File: src/rtl/tdm_pkg.sv
// Shared types and elaboration helpers for the TDM receive demultiplexer.
// Slot counts outside MIN..MAX are rejected when the top is elaborated.
package tdm_pkg;

    typedef enum logic [0:0] {
        HUNT    = 1'b0,
        COLLECT = 1'b1
    } tdm_state_e;

    localparam int TDM_MIN_CHANNELS = 2;
    localparam int TDM_MAX_CHANNELS = 16;

    // Slot index width; a 2-slot frame still needs one bit.
    function automatic int tdm_idx_w(input int ch);
        return (ch < 2) ? 1 : $clog2(ch);
    endfunction

    function automatic bit tdm_chan_legal(input int ch);
        return (ch >= TDM_MIN_CHANNELS) && (ch <= TDM_MAX_CHANNELS);
    endfunction

endpackage

File: src/rtl/tdm_frame_collector.sv
// Slot tracking FSM and shadow buffer. frame_done/frame_data are combinational
// from the final beat so the top can register the frame on that same edge.
module tdm_frame_collector
    import tdm_pkg::*;
#(
    parameter int WIDTH    = 8,
    parameter int CHANNELS = 4
) (
    input  logic                             clk,
    input  logic                             rst_n,
    input  logic [WIDTH-1:0]                 in_data,
    input  logic                             in_valid,
    input  logic                             in_sync,
    output logic                             frame_done,
    output logic [CHANNELS-1:0][WIDTH-1:0]   frame_data,
    output logic                             frame_err
);

    localparam int IW = tdm_idx_w(CHANNELS);
    typedef logic [IW-1:0] idx_t;
    localparam idx_t LAST = idx_t'(CHANNELS - 1);

    tdm_state_e                     state;
    idx_t                           idx;
    logic [CHANNELS-1:0][WIDTH-1:0] shadow;

    always_comb begin
        frame_done = in_valid && !in_sync && (state == COLLECT) && (idx == LAST);
        frame_data = shadow;
        frame_data[CHANNELS-1] = in_data;
    end

    always_ff @(posedge clk) begin
        if (!rst_n) begin
            state     <= HUNT;
            idx       <= '0;
            frame_err <= 1'b0;
        end else begin
            frame_err <= 1'b0;
            if (in_valid) begin
                if (in_sync) begin
                    // A sync mid-frame restarts collection from this beat.
                    shadow[0] <= in_data;
                    idx       <= idx_t'(1);
                    state     <= COLLECT;
                    frame_err <= (state == COLLECT);
                end else if (state == COLLECT) begin
                    shadow[idx] <= in_data;
                    if (idx == LAST) begin
                        idx   <= '0;
                        state <= HUNT;
                    end else begin
                        idx <= idx + idx_t'(1);
                    end
                end
            end
        end
    end

endmodule

File: src/rtl/tdm_demux.sv
// Time-division demultiplexer: serial slot stream in, one frame of parallel
// lanes out through a valid/ready register with sticky overrun reporting.
module tdm_demux
    import tdm_pkg::*;
#(
    parameter int WIDTH    = 8,
    parameter int CHANNELS = 4
) (
    input  logic                        clk,
    input  logic                        rst_n,
    input  logic [WIDTH-1:0]            in_data,
    input  logic                        in_valid,
    input  logic                        in_sync,
    output logic [CHANNELS*WIDTH-1:0]   out_data,
    output logic                        out_valid,
    input  logic                        out_ready,
    output logic                        frame_err,
    output logic                        overrun
);

    if (!tdm_chan_legal(CHANNELS)) begin : g_bad_channels
        $error("tdm_demux: CHANNELS must be in 2..16");
    end

    logic                           frame_done;
    logic [CHANNELS-1:0][WIDTH-1:0] frame_data;
    logic [CHANNELS-1:0][WIDTH-1:0] out_q;

    tdm_frame_collector #(
        .WIDTH    (WIDTH),
        .CHANNELS (CHANNELS)
    ) u_collector (
        .clk        (clk),
        .rst_n      (rst_n),
        .in_data    (in_data),
        .in_valid   (in_valid),
        .in_sync    (in_sync),
        .frame_done (frame_done),
        .frame_data (frame_data),
        .frame_err  (frame_err)
    );

    always_ff @(posedge clk) begin
        if (!rst_n) begin
            out_q     <= '0;
            out_valid <= 1'b0;
            overrun   <= 1'b0;
        end else if (frame_done) begin
            // A new frame always wins; it is only lost data if the old one was unconsumed.
            out_q     <= frame_data;
            out_valid <= 1'b1;
            if (out_valid && !out_ready)
                overrun <= 1'b1;
        end else if (out_valid && out_ready) begin
            out_valid <= 1'b0;
        end
    end

    assign out_data = out_q;

endmodule

File: config.mk
export PLATFORM = sky130hd
export DESIGN_NAME = tdm_demux
export DESIGN_NICKNAME = d
export VERILOG_FILES = /design/src/rtl/tdm_pkg.sv /design/src/rtl/tdm_frame_collector.sv /design/src/rtl/tdm_demux.sv
export SDC_FILE = /design/constraint.sdc
export NUM_CORES = 1
export LEC_CHECK = 0
export ABC_AREA = 1
export BUFFER_PORTS_ARGS = -buffer_cell sky130_fd_sc_hd__buf_2
export CORE_MARGIN = 2
export CORE_UTILIZATION = 40
export DETAILED_ROUTE_END_ITERATION = 10
export GPL_ROUTABILITY_DRIVEN = 0
export MAX_ROUTING_LAYER = met4
export SETUP_SLACK_MARGIN = 0.02
export SLEW_MARGIN = 20
export SYNTH_ARGS = -nofsm -noshare
export SYNTH_HDL_FRONTEND = slang
export SYNTH_SLANG_ARGS = --single-unit
File: constraint.sdc
create_clock -name clk -period 1.5 [get_ports clk]
set_input_delay 0.15 -clock clk [delete_from_list [all_inputs] [get_ports clk]]
set_output_delay 0.15 -clock clk [all_outputs]
set_load 0.01 [all_outputs]
==> reports/results.tsv, run 1 <==
metric	value	unit
Mapped Cells	347	
largest net degree at the start of global routing	38	
switching portion of total power	21.8	%
P_leak	1.67	nW
total track usage	15.7	%
Synth cell types	18	
CTS Hold Buffers Added	0	
n_diodes	0	
final total power	3.27	mW
total grt overflow	0	
critical path's top delay family	simple AND/OR/NAND/NOR gates	
crit path time final	1360	ps
DP Area	0.00303	mm²
Die ar.	0.00740	mm²
Chip Width	86.0	µm
Worst IR Drop VDD	0.474	mV
number of I/O pins	48	
Final Hold Viols	0	
Net Switching	0.713	mW
Power Internal	2.56	mW
WS Path Type	reg -> reg	
CTS root buffer	clkbuf_8	
Die Ht	86.0	µm
status	finished, final reports clean	
count of pins over their slew limit	0	
fillcell total	659	
Mapped Avg Cell Area	7.76	µm²
vias post-DR	2061	
initial core utilization	41.9	%
CP arrival	1590	ps
share of post-route cells with drive strength above 1	18.9	%
most common cell after layout, fill and taps aside	inv_1	
RSZ-0062 raised after global routing	false	
sequential power share	54.0	%
most frequent cells in the layout	inv_1, nand2_1, buf_2	
detailed-router iteration count before antenna repair	4	
Relative slew margins	65.3	%
combinational fraction of design power	4.4	%
Seq/Total Area, Yosys	55.0	%
Synth Net Count	364	
Syn. warnings	0	
PD cells	1020	mW/mm²
hpwl dp	3.44	mm
Final setup viols	0	
Area Growth Syn to Fin	19.5	%
crit-path max cell delay	320	ps
core area	0.00642	mm²
kind of end point of the critical path	flop	
Routed Antenna Nets	0	
HP Class	in -> reg	
CTS clock-pin slew for the worst setup and hold paths	70	ps
setup TNS	0	ps
worst path bufs/invs	2	
Max Clock Skew	5.03	ps
Max-Cap Viols	0	
Worst-Margin Slew	515	ps
Starting DRT DRC Count	48	
Max Root-Sink Buffers	2	
first-pass GRT wire length	8.56	mm
crit path cell chain	buf_4 > ha_1 > nand2_4 > nand2_1 > inv_1 > nor2_1	
PortBufs	47	
nets@finish	419	
Crit-path slowest cell	nand2_4	
Wirelength per Cell	10.4	µm
crit share post-route	90.4	%
final instance area	0.00322	mm²
Yosys reg bits	62	
Avg Vias per Cell	4.26	
Cell Rows	29	
clock share of power	41.6	%
Inserted Clock Buffers	9	
vias in the first global route	2016	
H-tree Lvls	3	
initial antenna violation count	0	
later-pin clock latency in the skew report	340	ps
residual DRC count	0	
Fmax	738	MHz
DRT Wirelength	5.02	mm
final core occ	50.1	%
critical path peak fanout	34	
Worst EP required	1730	ps
crit path launch type	flop	
synthesized cell area	0.00269	mm²
CTS tree	done	
# clock sinks	62	
[power groups by stage]
stage | Combinational (mW) | Clock, mW | Sequential (mW)
floorplan | 0.0817 | 0 | 1.81
global placement | 0.142 | 0 | 1.81
detailed placement | 0.144 | 0 | 1.81
CTS | 0.146 | 1.41 | 1.77
global route | 0.163 | 1.47 | 1.77
finish | 0.143 | 1.36 | 1.77
[stage by stage]
step           hold slack (ps)  worst slack (ps)  instances
6_report                  24.2               144        484
5_1_grt                   4.77              23.5        484
4_1_cts                   4.77               114        484
3_5_place_dp               367              23.9        468
3_3_place_gp               363              67.9        468
2_1_floorplan              249             -89.8        347
[layout make-up]
class	count	area, µm²	area share, %
clock buffer	10	128	3.97
clock inverter	6	52.6	1.63
inverter	104	390	12.1
multi-input combinational	167	749	23.3
sequential	62	1480	46.1
tap	77	96.3	3.00
timing repair buffer	58	318	9.88
[path summary, 6_finish.rpt]
path / start / endpoint / slack, ps / cells past startpoint
worst max-delay path: u_collector.idx[0] / out_data[4] / 140 / 6
worst min-delay path: in_data[5] / u_collector.frame_data[13] / 20 / 1
worst max register to register: u_collector.idx[0] / out_data[4] / 140 / 6
worst min register to register: overrun / overrun / 460 / 2
[registers in the layout (all words and copies together), names as in the netlist]
signal / flops
out_data: 32
u_collector.idx: 2
overrun: 1
u_collector.frame_data: 24
u_collector.state: 1
u_collector.frame_err: 1
out_valid: 1
[synthesized netlist by cell type, drive strengths merged]
cell type,n,area (µm²)
nand2,76,295
nand3,35,175
a21oi,3,15.0
nor3,1,5.00
buf,12,73.8
clkbuf,2,7.51
o21ai,1,5.00
edfxtp,24,721
inv,104,390
nor2,47,193
dfxtp,38,761
ha,4,50.1
[kinds of logic after synthesis]
kind of cell	Yosys count	share of synthesized area (%)
DFF	62	55.0
buffers and inverters	118	17.5
adders and majority gates	4	1.86
and+or+nand+nor	159	24.8
AOI/OAI and AO/OA	4	0.743
[metal layers]
| metal | up-vias | routed length [µm] | global-route usage, % |
|---|---|---|---|
| met4 | 0 | 116 | 8.66 |
| li1 | 1103 | - | - |
| met1 | 907 | 2410 | 18.2 |
| met2 | 42 | 2280 | 24.5 |
| met5 | - | 0 | - |
| met3 | 9 | 219 | 4.43 |
[repair_timing]
item,4_1_cts,5_1_grt
setup buffers,0,0
gates resized for setup,1,0
endpoints found under the setup margin,8,0
(Power assumes the default switching activity.)
==> inputs of run 2 (changes only) <==
==> constraint.sdc (replaced) <==
create_clock -name clk -period 1.3 [get_ports clk]
set_input_delay 0.13 -clock clk [delete_from_list [all_inputs] [get_ports clk]]
set_output_delay 0.13 -clock clk [all_outputs]
set_load 0.01 [all_outputs]
==> run 2 against run 1 <==
Sequential share of layout area fell by 2.0 points; final area rose by 4.9%; die area did not move; power rose by 13%; count of clock-buffer cells in the layout rose by 4; highest routed layer unchanged.
==> reports/results.tsv, run 2 (synthesis gave the netlist of run 1 again) <==
metric	value	unit	change
Die ar.	0.00740	mm²	unchanged
vias post-DR	2089		+1.4%
Die Ht	86.0	µm	unchanged
Final setup viols	0		unchanged
PortBufs	47		unchanged
Max Clock Skew	4.82	ps	-0.215 ps
Hold Crit Endpoint	u_collector.frame_data[11]		
DP Area	0.00313	mm²	+3.4%
switching portion of total power	21.8	%	+0.071 points
initial antenna violation count	0		unchanged
WS Path Type	reg -> reg		
share of post-route cells with drive strength above 1	22.0	%	+3.1 points
final instance area	0.00337	mm²	+4.9%
first-pass GRT wire length	8.72	mm	+1.9%
max FFs per register	32		unchanged
critical hold path startpoint	in_data[3]		
Starting DRT DRC Count	95		+98%
Avg Vias per Cell	4.26		+0.12%
Area Growth Syn to Fin	25.3	%	
# clock sinks	62		unchanged
r2r setup slk	70	ps	-70 ps
nets@finish	426		+1.7%
Routed Antenna Nets	0		unchanged
Inserted Clock Buffers	9		unchanged
Max-Cap Viols	0		unchanged
Power Internal	2.90	mW	+13%
Worst EP required	1350	ps	-380 ps
crit path launch type	flop		
combinational fraction of design power	5.3	%	+0.9 points
RSZ-0062 raised after global routing	false		
kind of end point of the critical path	flop		
Worst-Margin Slew	293	ps	-223 ps
total track usage	15.9	%	+0.18 points
residual DRC count	0		unchanged
most frequent cells in the layout	inv_1, nand2_1, buf_2		
most common cell after layout, fill and taps aside	inv_1		
n_diodes	0		unchanged
Max Root-Sink Buffers	2		unchanged
Relative slew margins	80.4	%	+15 points
PD cells	1100	mW/mm²	+8.0%
Cell Rows	29		unchanged
detailed-router iteration count before antenna repair	4		unchanged
worst reg-to-reg path cell count	4		-2
vias in the first global route	1943		-3.6%
H-tree Lvls	3		unchanged
DP Worst Slack	-26.9	ps	-50.8 ps
Worst IR Drop VDD	0.666	mV	+40%
worst hold stages	1		unchanged
later-pin clock latency in the skew report	340	ps	about the same
Fmax	815	MHz	+11%
CTS clock-pin slew for the worst setup and hold paths	60	ps	about the same
hpwl dp	3.62	mm	+5.5%
Net Switching	0.810	mW	+14%
Crit Reg-Reg Endpoint	u_collector.frame_data[6]		
crit path time final	1230	ps	-129 ps
status	finished, final reports clean		
P_leak	1.70	nW	+1.7%
sequential power share	55.2	%	+1.2 points
CTS tree	done		
Critical R2R Launch	u_collector.state		
Chip Width	86.0	µm	unchanged
Setup Buffers After CTS	0		unchanged
Final Hold Viols	0		unchanged
crit share post-route	94.4	%	+4.0 points
Wirelength per Cell	10.9	µm	+5.4%
critical path peak fanout	8		-76%
core area	0.00642	mm²	unchanged
number of I/O pins	48		unchanged
clock share of power	39.5	%	-2.1 points
Worst Slack Setup Final	73.1	ps	-71.0 ps
count of pins over their slew limit	0		unchanged
DRT Wirelength	5.36	mm	+6.8%
CTS root buffer	clkbuf_8		
CP arrival	1280	ps	-310 ps
total grt overflow	0		unchanged
HP Class	in -> reg		
largest net degree at the start of global routing	35		-7.9%
initial core utilization	41.9	%	unchanged
-- run 2: cell types whose count changed in the layout (fill, tap and decap cells not counted), sizes merged --
cell	delta
buf	+3
dlygate4sd3	+3
bufinv	-1
clkinv	-4
clkbuf	+4
nand2	+1
-- run 2: how the worst max path moves through the flow --
stage                                   from  depth (start not counted)  slack, ps                         end
after detailed placement  u_collector.idx[0]                          5        -30                 out_data[4]
final                      u_collector.state                          4         70   u_collector.frame_data[6]
after CTS                 u_collector.idx[0]                          5         30   u_collector.frame_data[6]
after global routing       u_collector.state                          4         20   u_collector.frame_data[6]
after floorplan            u_collector.state                          5          9  u_collector.frame_data[10]
after global placement    u_collector.idx[1]                          5         30   u_collector.frame_data[7]
-- run 2: power by group through the flow --
stage	logic (mW)	clock network [mW]	registers, mW
final	0.197	1.47	2.05
after detailed placement	0.190	0	2.09
after CTS	0.194	1.51	2.04
after global placement	0.189	0	2.09
after global routing	0.225	1.61	2.05
after floorplan	0.110	0	2.09
-- run 2: critical path: stages (launching register included) --
cell	delay, ps
dfxtp_2	350
o21ai_0	90
buf_4	150
nor3_4	200
buf_12	150
-- run 2: area by class of cell --
cell class              instances  area [µm²]
well taps                      77        96.3
inverters                     104         390
flip-flops and latches         62        1490
repair buffers                 64         395
fillers                       621        3050
clock buffers                  14         163
multi-input cells             168         838
clock inverters                 1        5.00
-- run 2: stage by stage --
stage | setup TNS [ps] | cells | hold slack, ps | utilization (%) | total power, mW
after floorplan | 0 | 347 | 229 | - | 2.20
after global placement | 0 | 471 | 348 | 48.8 | 2.28
after detailed placement | -266 | 471 | 349 | 48.8 | 2.28
after CTS | 0 | 487 | 0.215 | 51.7 | 3.75
after global routing | 0 | 490 | 4.31 | 52.5 | 3.88
final | 0 | 490 | 10.7 | 52.5 | 3.71
-- run 2: what timing repair did --
action / 4_1_cts / 5_1_grt
endpoints found under the hold margin: 2 / 4
endpoints found under the setup margin: 40 / 47
gates resized for setup: 3 / 4
gates cloned: 0 / 1
hold buffers: 1 / 2
pin swaps: 0 / 4
-- run 2: metal layers --
metal	GRT usage [%]	wire length, µm	share of wire (%)
met1	18.6	2510	47
met2	24.9	2490	46
met3	3.85	223	4.2
met4	9.09	133	2.5
met5	-	0	0
